--- src/rtl/sede_pkg.sv ---
// Shared definitions for the Sobel edge-detector frame host.
// Holds the FSM state encoding, the default frame geometry and timeout, and the
// detector reset polarity used to hold or release the detector.
// Optional feature macro used by this slice: SEDE_HOST_CHKSUM_EN.
package sede_pkg;

  localparam int unsigned IMG_W_DEF   = 32;
  localparam int unsigned IMG_H_DEF   = 32;
  localparam int unsigned N_DEF       = IMG_W_DEF * IMG_H_DEF;
  localparam int unsigned AW_DEF      = $clog2(N_DEF);
  localparam int unsigned TIMEOUT_DEF = 64;

  // Detector reset is active-high: held in IDLE/PREFETCH/DONE, released while streaming.
  localparam logic DET_RST_ON  = 1'b1;
  localparam logic DET_RST_OFF = 1'b0;

  typedef enum logic [2:0] {
    IDLE,
    PREFETCH,
    STREAM,
    DRAIN,
    DONE
  } state_t;

  // Detector reset level for a given host state.
  function automatic logic det_rst_for(input state_t s);
    return (s == STREAM || s == DRAIN) ? DET_RST_OFF : DET_RST_ON;
  endfunction

endpackage

--- src/rtl/sede_result_writer.sv ---
// Result collector for the frame host.
// Captures every qualified edge byte into result RAM at sequential addresses,
// saturating at N results, and tracks the DRAIN idle timeout.
// With SEDE_HOST_CHKSUM_EN defined it also keeps a mod-2^16 sum of written bytes.
// Ports:
//   clk, rst           clock, async active-high reset
//   clr                accepted start: clears result count (and checksum)
//   cap_en             capture window (STREAM/DRAIN)
//   drain              host is in DRAIN (timeout counting window)
//   edge_valid/_data   detector output
//   res_we/addr/data   registered result RAM write port
//   rcnt_full_c        all N results written
//   timeout_c          this cycle completes TIMEOUT idle DRAIN cycles
//   chksum             (SEDE_HOST_CHKSUM_EN only) running sum of written bytes
module sede_result_writer
  import sede_pkg::*;
#(
  parameter int unsigned N       = N_DEF,
  parameter int unsigned AW      = AW_DEF,
  parameter int unsigned TIMEOUT = TIMEOUT_DEF
) (
  input  logic          clk,
  input  logic          rst,
  input  logic          clr,
  input  logic          cap_en,
  input  logic          drain,
  input  logic          edge_valid,
  input  logic [7:0]    edge_data,
  output logic          res_we,
  output logic [AW-1:0] res_addr,
  output logic [7:0]    res_data,
  output logic          rcnt_full_c,
  output logic          timeout_c
`ifdef SEDE_HOST_CHKSUM_EN
  ,
  output logic [15:0]   chksum
`endif
);

  localparam int unsigned CW = AW + 1;
  localparam int unsigned TW = $clog2(TIMEOUT) + 1;

  logic [CW-1:0] rcnt;
  logic [TW-1:0] tcnt;
  logic          capture_c;

  // Count compare, not address wrap, so N == 2^AW terminates correctly.
  assign rcnt_full_c = (rcnt == CW'(N));
  assign capture_c   = cap_en && edge_valid && !rcnt_full_c;
  assign timeout_c   = drain && !edge_valid && (tcnt == TW'(TIMEOUT - 1));

  // Result write port and result count.
  always_ff @(posedge clk or posedge rst) begin
    if (rst) begin
      res_we   <= 1'b0;
      res_addr <= '0;
      res_data <= '0;
      rcnt     <= '0;
    end else begin
      res_we <= capture_c;
      if (capture_c) begin
        res_addr <= rcnt[AW-1:0];
        res_data <= edge_data;
      end
      if (clr) begin
        rcnt <= '0;
      end else if (capture_c) begin
        rcnt <= rcnt + CW'(1);
      end
    end
  end

  // Consecutive idle cycles while draining.
  always_ff @(posedge clk or posedge rst) begin
    if (rst) begin
      tcnt <= '0;
    end else if (drain && !edge_valid) begin
      tcnt <= tcnt + TW'(1);
    end else begin
      tcnt <= '0;
    end
  end

`ifdef SEDE_HOST_CHKSUM_EN
  // Running sum of every byte written; only moves during capture, so it holds after done.
  always_ff @(posedge clk or posedge rst) begin
    if (rst) begin
      chksum <= '0;
    end else if (clr) begin
      chksum <= '0;
    end else if (capture_c) begin
      chksum <= chksum + 16'(edge_data);
    end
  end
`endif

endmodule

--- src/rtl/sede_frame_host.sv ---
// Frame-level driver/collector for the Sobel edge detector.
// On an accepted start, reads one IMG_W x IMG_H frame from image RAM (two reads
// ahead of the pixel stream), feeds the detector one pixel per clock, collects the
// edge bytes into result RAM and reports done, or err on a DRAIN timeout.
// Optional feature macro: SEDE_HOST_CHKSUM_EN adds the chksum output.
// Ports:
//   clk, rst                 clock, async active-high reset
//   start                    frame request, honoured in IDLE only
//   img_rd/img_addr/img_data image RAM read port (data 1 cycle after img_rd)
//   det_rst/pix_data         detector reset and pixel stream
//   edge_valid/edge_data     detector result stream
//   edge_busy                detector status, not used by the control path
//   res_we/res_addr/res_data result RAM write port
//   busy/done/err            frame status
//   chksum                   (SEDE_HOST_CHKSUM_EN only) sum of written bytes
module sede_frame_host
  import sede_pkg::*;
#(
  parameter int unsigned IMG_W   = IMG_W_DEF,
  parameter int unsigned IMG_H   = IMG_H_DEF,
  parameter int unsigned TIMEOUT = TIMEOUT_DEF,
  parameter int unsigned AW      = AW_DEF
) (
  input  logic          clk,
  input  logic          rst,
  input  logic          start,
  output logic          img_rd,
  output logic [AW-1:0] img_addr,
  input  logic [7:0]    img_data,
  output logic          det_rst,
  output logic [7:0]    pix_data,
  input  logic          edge_valid,
  input  logic [7:0]    edge_data,
  input  logic          edge_busy,
  output logic          res_we,
  output logic [AW-1:0] res_addr,
  output logic [7:0]    res_data,
  output logic          busy,
  output logic          done,
  output logic          err
`ifdef SEDE_HOST_CHKSUM_EN
  ,
  output logic [15:0]   chksum
`endif
);

  localparam int unsigned N  = IMG_W * IMG_H;
  localparam int unsigned CW = AW + 1;

  state_t        state, nxt;
  logic          pf_cnt, pf_cnt_d;
  logic [CW-1:0] st_cnt, st_cnt_d;
  logic [CW-1:0] rd_cnt, rd_cnt_d;
  logic          img_rd_d, det_rst_d, busy_d, done_d, err_d;
  logic [AW-1:0] img_addr_d;
  logic [7:0]    pix_data_d;
  logic          start_ok_c;
  logic          rcnt_full_c;
  logic          timeout_c;

  // Detector status only; kept for observation.
  logic unused_edge_busy;
  assign unused_edge_busy = edge_busy;

  assign start_ok_c = (state == IDLE) && start;

  // State, counters and registered outputs.
  always_ff @(posedge clk or posedge rst) begin
    if (rst) begin
      state    <= IDLE;
      pf_cnt   <= 1'b0;
      st_cnt   <= '0;
      rd_cnt   <= '0;
      img_rd   <= 1'b0;
      img_addr <= '0;
      pix_data <= '0;
      det_rst  <= DET_RST_ON;
      busy     <= 1'b0;
      done     <= 1'b0;
      err      <= 1'b0;
    end else begin
      state    <= nxt;
      pf_cnt   <= pf_cnt_d;
      st_cnt   <= st_cnt_d;
      rd_cnt   <= rd_cnt_d;
      img_rd   <= img_rd_d;
      img_addr <= img_addr_d;
      pix_data <= pix_data_d;
      det_rst  <= det_rst_d;
      busy     <= busy_d;
      done     <= done_d;
      err      <= err_d;
    end
  end

  // Next-state logic; STREAM always passes through DRAIN.
  always_comb begin
    nxt = state;
    case (state)
      IDLE:     if (start) nxt = PREFETCH;
      PREFETCH: if (pf_cnt) nxt = STREAM;
      STREAM:   if (st_cnt == CW'(N - 1)) nxt = DRAIN;
      DRAIN:    if (rcnt_full_c || timeout_c) nxt = DONE;
      DONE:     nxt = IDLE;
      default:  nxt = IDLE;
    endcase
  end

  // Output/counter next values, computed from the upcoming state so outputs line up with it.
  always_comb begin
    img_rd_d   = 1'b0;
    img_addr_d = '0;
    rd_cnt_d   = '0;
    pix_data_d = '0;
    pf_cnt_d   = 1'b0;
    st_cnt_d   = '0;
    det_rst_d  = det_rst_for(nxt);
    busy_d     = (nxt == PREFETCH) || (nxt == STREAM) || (nxt == DRAIN);
    done_d     = (nxt == DONE);
    err_d      = err;

    // Reads lead the pixel stream by two cycles and stop after address N-1.
    if (nxt == PREFETCH || nxt == STREAM) begin
      rd_cnt_d = rd_cnt;
      if (rd_cnt != CW'(N)) begin
        img_rd_d   = 1'b1;
        img_addr_d = rd_cnt[AW-1:0];
        rd_cnt_d   = rd_cnt + CW'(1);
      end
    end

    if (nxt == STREAM)     pix_data_d = img_data;
    if (state == PREFETCH) pf_cnt_d   = ~pf_cnt;
    if (state == STREAM)   st_cnt_d   = st_cnt + CW'(1);

    // err is sticky until the next accepted start; a full result set beats a timeout.
    if (start_ok_c) begin
      err_d = 1'b0;
    end else if (state == DRAIN && timeout_c && !rcnt_full_c) begin
      err_d = 1'b1;
    end
  end

  sede_result_writer #(
    .N       (N),
    .AW      (AW),
    .TIMEOUT (TIMEOUT)
  ) u_writer (
    .clk         (clk),
    .rst         (rst),
    .clr         (start_ok_c),
    .cap_en      ((state == STREAM) || (state == DRAIN)),
    .drain       (state == DRAIN),
    .edge_valid  (edge_valid),
    .edge_data   (edge_data),
    .res_we      (res_we),
    .res_addr    (res_addr),
    .res_data    (res_data),
    .rcnt_full_c (rcnt_full_c),
    .timeout_c   (timeout_c)
`ifdef SEDE_HOST_CHKSUM_EN
    ,
    .chksum      (chksum)
`endif
  );

endmodule

--- config.mk ---
export PLATFORM = sky130hd
export DESIGN_NAME = sede_frame_host
export DESIGN_NICKNAME = d
export VERILOG_FILES = /design/src/rtl/sede_pkg.sv /design/src/rtl/sede_result_writer.sv /design/src/rtl/sede_frame_host.sv
export SDC_FILE = /design/constraint.sdc
export NUM_CORES = 1
export LEC_CHECK = 0
export CAP_MARGIN = 30
export CELL_PAD_IN_SITES_DETAIL_PLACEMENT = 1
export CELL_PAD_IN_SITES_GLOBAL_PLACEMENT = 2
export CORE_MARGIN = 5
export CORE_UTILIZATION = 34
export CTS_CLUSTER_DIAMETER = 80
export DETAILED_ROUTE_END_ITERATION = 10
export PLACE_DENSITY = 0.88
export SETUP_SLACK_MARGIN = 0.5
export SYNTH_ARGS = -nofsm -noshare
export SYNTH_HDL_FRONTEND = slang
export SYNTH_HIERARCHICAL = 1
export SYNTH_SLANG_ARGS = --single-unit
--- constraint.sdc ---
create_clock -name clk -period 2.84 [get_ports clk]
set_clock_uncertainty 0.2 [all_clocks]
set_input_delay 0.71 -clock clk [delete_from_list [all_inputs] [get_ports clk]]
set_output_delay 0.71 -clock clk [all_outputs]
set_load 0.03 [all_outputs]
==> results of run 1 <==
[worst max-delay path: stages (launching register included)]
cell	delay, ns
dfrtp_2	0.45
or4_4	0.49
or3_4	0.40
inv_4	0.09
nor2_1	0.08
nand2_2	0.16
o311a_4	0.27
and3_1	0.17
[layout make-up]
class	instances	area, sq um
fillers	1210	5660
flip-flops and latches	86	2160
multi-input cells	242	1610
repair buffers	93	943
well taps	140	175
clock buffers	12	155
clock inverters	4	70.1
inverters	17	66.3
[registers in the layout (all words and copies together) (netlist names), 3 cells and up]
register and count:
pix_data 8, u_writer/res_addr 10, u_writer/rcnt 11, img_addr 10, u_writer/res_data 8, state 3
u_writer/tcnt 7, rd_cnt 11, st_cnt 11
[power breakdown]
part	internal (mW)	switching, mW
sequential	1.31	0.0685
clock	0.541	0.441
combinational	0.232	0.290
total	2.09	0.799
[final timing paths]
check                           slack, ns          end  cells after the start              from
worst max-delay path                 0.46  img_addr[0]                      7  u_writer/rcnt[6]
worst min-delay path                 0.25    st_cnt[0]                      1         st_cnt[0]
worst max register to register       0.46  img_addr[0]                      7  u_writer/rcnt[6]
worst min register to register       0.25    st_cnt[0]                      1         st_cnt[0]
max in group asynchronous            1.32      det_rst                      3               rst
min in group asynchronous            0.52         done                      2               rst
[cells in the mapped netlist (2+ instances only)]
master    count
a21oi_1       7
a22o_1        2
and2_1        4
and2_4        8
and3_1       13
buf_2         2
buf_4         3
buf_6         4
clkbuf_1      4
dfrtp_1      85
ha_1          6
inv_1        16
mux2i_1       2
nand2_1      59
nand2b_1      2
nand3_1       9
nand3b_1      3
nand4_1       9
nor2_1       43
nor3_1       10
nor4_1        2
nor4b_1       3
o21ai_0       5
o21ai_1       3
or3_1         5
xnor2_1      15
xor2_1       13
[routing by layer]
| layer | share of wire | vias up | wire length [um] |
|---|---|---|---|
| met2 | 0.49 | 58 | 4590 |
| met3 | 0.047 | 11 | 441 |
| met1 | 0.45 | 1411 | 4240 |
| li1 | - | 1362 | - |
| met5 | 0 | - | 0 |
| met4 | 0.015 | 0 | 143 |
[stage by stage]
step                instance area (sq um)   util  power [mW]  setup WS [ns]  instances
floorplan                            3770      -        1.69          0.489        356
global placement                     4550  0.420        1.86        -0.0346        553
detailed placement                   4550  0.420        1.88        -0.0357        553
CTS                                  4950  0.457        2.91          0.453        582
global route                         5180  0.477        3.04          0.372        594
finish                               5180  0.477        2.89          0.460        594
[logic make-up (layout without fill, tap and decap cells)]
group,Yosys count,in the layout,synth area share
compound gates,25,27,0.0556
fa+ha+maj,6,6,0.0200
flops,86,86,0.573
xor+xnor,28,28,0.0653
mux,2,2,0.00533
buf+inv,30,126,0.0417
simple gates,179,179,0.239
[repair_timing]
item,4_1_cts,5_1_grt
setup endpoints to repair,34,68
buffers inserted,10,12
cloned,3,0
endpoints found under the hold margin,0,0
pin swaps,13,18
gates resized for setup,20,43
==> run summary, run 1 <==
status = complete, no violations
met2 usage = 0.245
async set-reset flop share out of synthesis = 1.00
CTS Buffer Depth = 2
clock transition at the registers of the reported paths = 0.08 ns
most frequent cells in the layout = 79 x dfrtp_1, 57 x nand2_1, 43 x nor2_1
area grow syn2layout = 37.9%
average via count per standard cell = 4.78
antenna violations before repair = 0
Net Count, Synth = 383
I/O Buffers = 61
Vias = 2,842
LEAKAGE = 2.64 nW
Die X = 115 um
wire per inst = 15.8 um
Post-DP HPWL = 5.97 mm
first-pass GRT wire length = 15.5 mm
# Max-Cap Violations = 0
number of global-route vias before repair = 3,066
Setup TNS = 0 ns
layout cell share with drive strength beyond 1 = 0.216
synth warn = 6
PD cells = 558 nW/um^2
synthesized flop and latch total = 86
CP max FO = 6
Starting Density = 0.346
Syn Inst Count = 356
fmax = 0.420 GHz
1st-iter DRT viols = 112
Cell Area, Synth = 3750 sq um
GRT busiest layer = met2
syn_area_per_cell = 10.5 sq um
grt ovf = 0
Die Footprint = 13,200 sq um
top post-synthesis cells by area = dfrtp_1 57%, nand2_1 5.9%, nor2_1 4.3%
crit end category = flop
Clock H-tree levels = 3
hold slack = 0.253 ns
proportion of synthesized chip area in sequential cells = 0.573
commonest non-fill, non-tap cell in the layout = dfrtp_1
WL final = 9.41 mm
nets@finish = 476
Yosys top cell area share = 0.566
Max-slew headroom = 0.666
CTS Hold Buffers Added = 0
crit path kind = flop to flop
Worst-Skew Late Latency = 0.36 ns
Core Area = 10,800 sq um
Ports = 63
diodes inserted = 0
largest net degree at the start of global routing = 38
Setup violations, final = 0
worst vdd ir = 0.000307 V
total CTS buffers = 9
CP arrival = 2.48 ns
met3 usage = 0.0379
placement row count = 38
CTS tree = built
Synth cell types = 46
gr usage total = 0.150
RSZ-0062 raised after global routing = true
slew of the pin with the lowest slew margin = 0.501 ns
Critical Path RT = 2.94 ns
top_reg_cell synth = dfrtp_1
largest area contributor in the netlist = dfrtp_1
CTS Sinks = 86
CP Launch Type = flop
Die Y = 115 um
# DRC = 0
Fin. Hold Viols = 0
fin. max-slew vios = 0
period utilisation layout = 0.838
drt pass-1 iters = 4
GRT met1 Usage = 0.191
CTS root buffer = clkbuf_8
Tmin final = 2.38 ns
Post-synth EDFFs = 0
Hold Path Class = flop to flop
Final GP Congestion = 0.782
DRT antenna net count = 0
Power figures use the tool's default switching activity.
==> run 2: changes to the inputs <==
clock period = 2.3 ns   (was 2.84 ns; I/O delays follow)
==> run 2 against run 1 <==
Net effect: the flow now finishes with violations (setup timing); highest routed layer unchanged; die area unchanged; hold slack improved by 0.010 ns; global-route usage down 0.44 points; largest cell class unchanged; largest power group unchanged.
==> run summary, run 2 (synthesized netlist as in run 1, its figures left out) <==
number of global-route vias before repair = 3,140 (+2.4%)
fin. max-slew vios = 0 (unchanged)
DRT met1 WL = 3.96 mm (-6.4%)
most frequent cells in the layout = 85 x dfrtp_1, 57 x nand2_1, 43 x buf_2
CP arrival = 2.38 ns (-0.10 ns)
Post-DP HPWL = 6.38 mm (+6.9%)
Fin. Hold Viols = 0 (unchanged)
status = finished with violations
CP max FO = 5 (-1)
placement row count = 38 (unchanged)
pre-CTS WS = -0.380 ns (-0.344 ns)
LEAKAGE = 2.46 nW (-6.8%)
Worst-Skew Late Latency = 0.36 ns (about the same)
CP Launch Type = flop
average via count per standard cell = 4.88 (+2.0%)
clock transition at the registers of the reported paths = 0.08 ns (about the same)
Vias = 2,973 (+4.6%)
Final Worst Setup Slack = -0.0450 ns (-0.505 ns)
Critical Path RT = 2.33 ns (-0.61 ns)
Internal = 2.47 mW (+18%)
Met3 Routed Length = 496 um (+12%)
Core Area = 10,800 sq um (unchanged)
DRT antenna net count = 0 (unchanged)
wire per inst = 16.1 um (+1.6%)
CTS root buffer = clkbuf_8
switching part of the total = 0.286 (+0.00926)
largest net degree at the start of global routing = 38 (unchanged)
fmax = 0.426 GHz (+1.5%)
Setup violations, final = 27 (+27)
fin cells = 609 (+2.5%)
worst vdd ir = 0.000311 V (+1.1%)
commonest non-fill, non-tap cell in the layout = dfrtp_1
Die Y = 115 um (unchanged)
total CTS buffers = 9 (unchanged)
gr usage total = 0.145 (-0.00443)
drt pass-1 iters = 4 (unchanged)
CTS tree = built
Layout fillers = 1,253 (+3.6%)
Placed Cells = 577 (+4.3%)
nets@finish = 491 (+3.2%)
grt ovf = 0 (unchanged)
Die Footprint = 13,200 sq um (unchanged)
Clock H-tree levels = 3 (unchanged)
layout cell share with drive strength beyond 1 = 0.320 (+0.104)
area grow syn2layout = 33.8%
crit end category = flop
dpl cell area = 4720 sq um (+3.9%)
Ports = 63 (unchanged)
CP max stage delay = 0.55 ns (+0.06 ns)
Max-slew headroom = 0.683 (+0.0177)
1st-iter DRT viols = 78 (-30%)
Setup TNS = -0.562 ns (-0.562 ns)
# Max-Cap Violations = 0 (unchanged)
diodes inserted = 0 (unchanged)
first-pass GRT wire length = 15.2 mm (-2.4%)
combinational group share of total power = 0.210 (+0.029)
largest registers = rd_cnt x11, st_cnt x11, u_writer/rcnt x11
multi-input logic area = 1610 sq um (+0.31%)
Final GP Congestion = 0.752 (-3.8%)
register share of total power = 0.486 (+0.007)
CTS Buffer Depth = 2 (unchanged)
clock share of power = 0.304 (-0.036)
delay-heaviest family, CP = simple AND/OR/NAND/NOR gates
PD cells = 689 nW/um^2 (+24%)
slew of the pin with the lowest slew margin = 0.475 ns (-0.0258 ns)
crit path kind = flop to flop
Slowest-stage cell, CP = or4_4
I/O Buffers = 61 (unchanged)
Design Power = 3.46 mW (+20%)
FF+latch area = 2150 sq um (-0.35%)
RSZ-0062 raised after global routing = true
Bufs and invs on worst path = 2 (+1)
violated checks = setup timing
antenna violations before repair = 0 (unchanged)
CP Cell Sequence = or4_4 -> or3_4 -> inv_4 -> o211a_1 -> nor3_4 -> buf_6 -> o311ai_4 -> nor2_1
# DRC = 0 (unchanged)
DR top layer = met4
Hold Path Class = flop to flop
WL final = 9.80 mm (+4.2%)
period utilisation layout = 1.02 (+0.181)
Tmin final = 2.35 ns (-0.0353 ns)
Starting Density = 0.346 (unchanged)
NetSw = 991 uW (+24%)
post-route cell area = 5020 sq um (-2.9%)
Reg2Reg Setup Slack = -0.05 ns (-0.50 ns)
DR WL met2 = 5.19 mm (+13%)
CTS Sinks = 86 (unchanged)
Die X = 115 um (unchanged)
run 2: changes by cell type in the layout (fill, tap and decap cells not counted), moves of 3 or more:
cell             previous run  this run
buf_2                       0        43
dlymetal6s2s_1             22         0
clkdlybuf4s50_1            37        18
buf_6                       4        13
and3_1                      6        12
and3_4                      7         1
dfrtp_1                    79        85
dfrtp_2                     6         0
buf_4                      26        31
and2_1                      4         1
and2_4                      8        11
nor3_2                      0         3
run 2: final cells by class:
cell class              count  area share
well taps                 140      0.0349
clock inverters             3     0.00872
flip-flops and latches     86       0.429
inverters                  17      0.0139
repair buffers            108       0.164
clock buffers              13      0.0296
multi-input cells         242       0.320
run 2: final timing paths:
kind	cells past startpoint	to	from
max reg2reg	8	rd_cnt[1]	u_writer/rcnt[3]
max in group asynchronous	3	det_rst	rst
max	8	rd_cnt[1]	u_writer/rcnt[3]
min reg2reg	1	u_writer/tcnt[0]	u_writer/tcnt[0]
min in group asynchronous	2	pf_cnt	rst
min	1	u_writer/tcnt[0]	u_writer/tcnt[0]
run 2: metrics by stage:
step | hold WS, ns | util
floorplan | 0.224 | -
global placement | 0.239 | 0.436
detailed placement | 0.254 | 0.436
CTS | 0.263 | 0.450
global route | 0.285 | 0.464
finish | 0.263 | 0.464
run 2: routing by layer:
metal,up-vias,track usage
li1,1396,-
met1,1498,0.173
met2,60,0.250
met3,19,0.0400
met4,0,0.0548
met5,-,0
run 2: timing repair:
item                                    CTS  global route
setup buffers                             6             4
resized for setup                       223            34
endpoints found under the setup margin  106            71
hold buffers                              0             0
pin swaps                                14            10
cloned                                    2             4
run 2: power by group through the flow:
| stage | Sequential [mW] | Clock, mW | Combinational, mW |
|---|---|---|---|
| global placement | 1.71 | 0 | 0.662 |
| floorplan | 1.84 | 0 | 0.256 |
| detailed placement | 1.72 | 0 | 0.680 |
| global route | 1.69 | 1.16 | 0.799 |
| CTS | 1.69 | 1.10 | 0.671 |
| finish | 1.68 | 1.05 | 0.728 |
run 2: worst reg2reg max path: stages, from the launching register on:
cell	delay, ns
dfrtp_1	0.39
or4_4	0.55
or3_4	0.40
inv_4	0.08
o211a_1	0.18
nor3_4	0.08
buf_6	0.15
o311ai_4	0.10
nor2_1	0.10
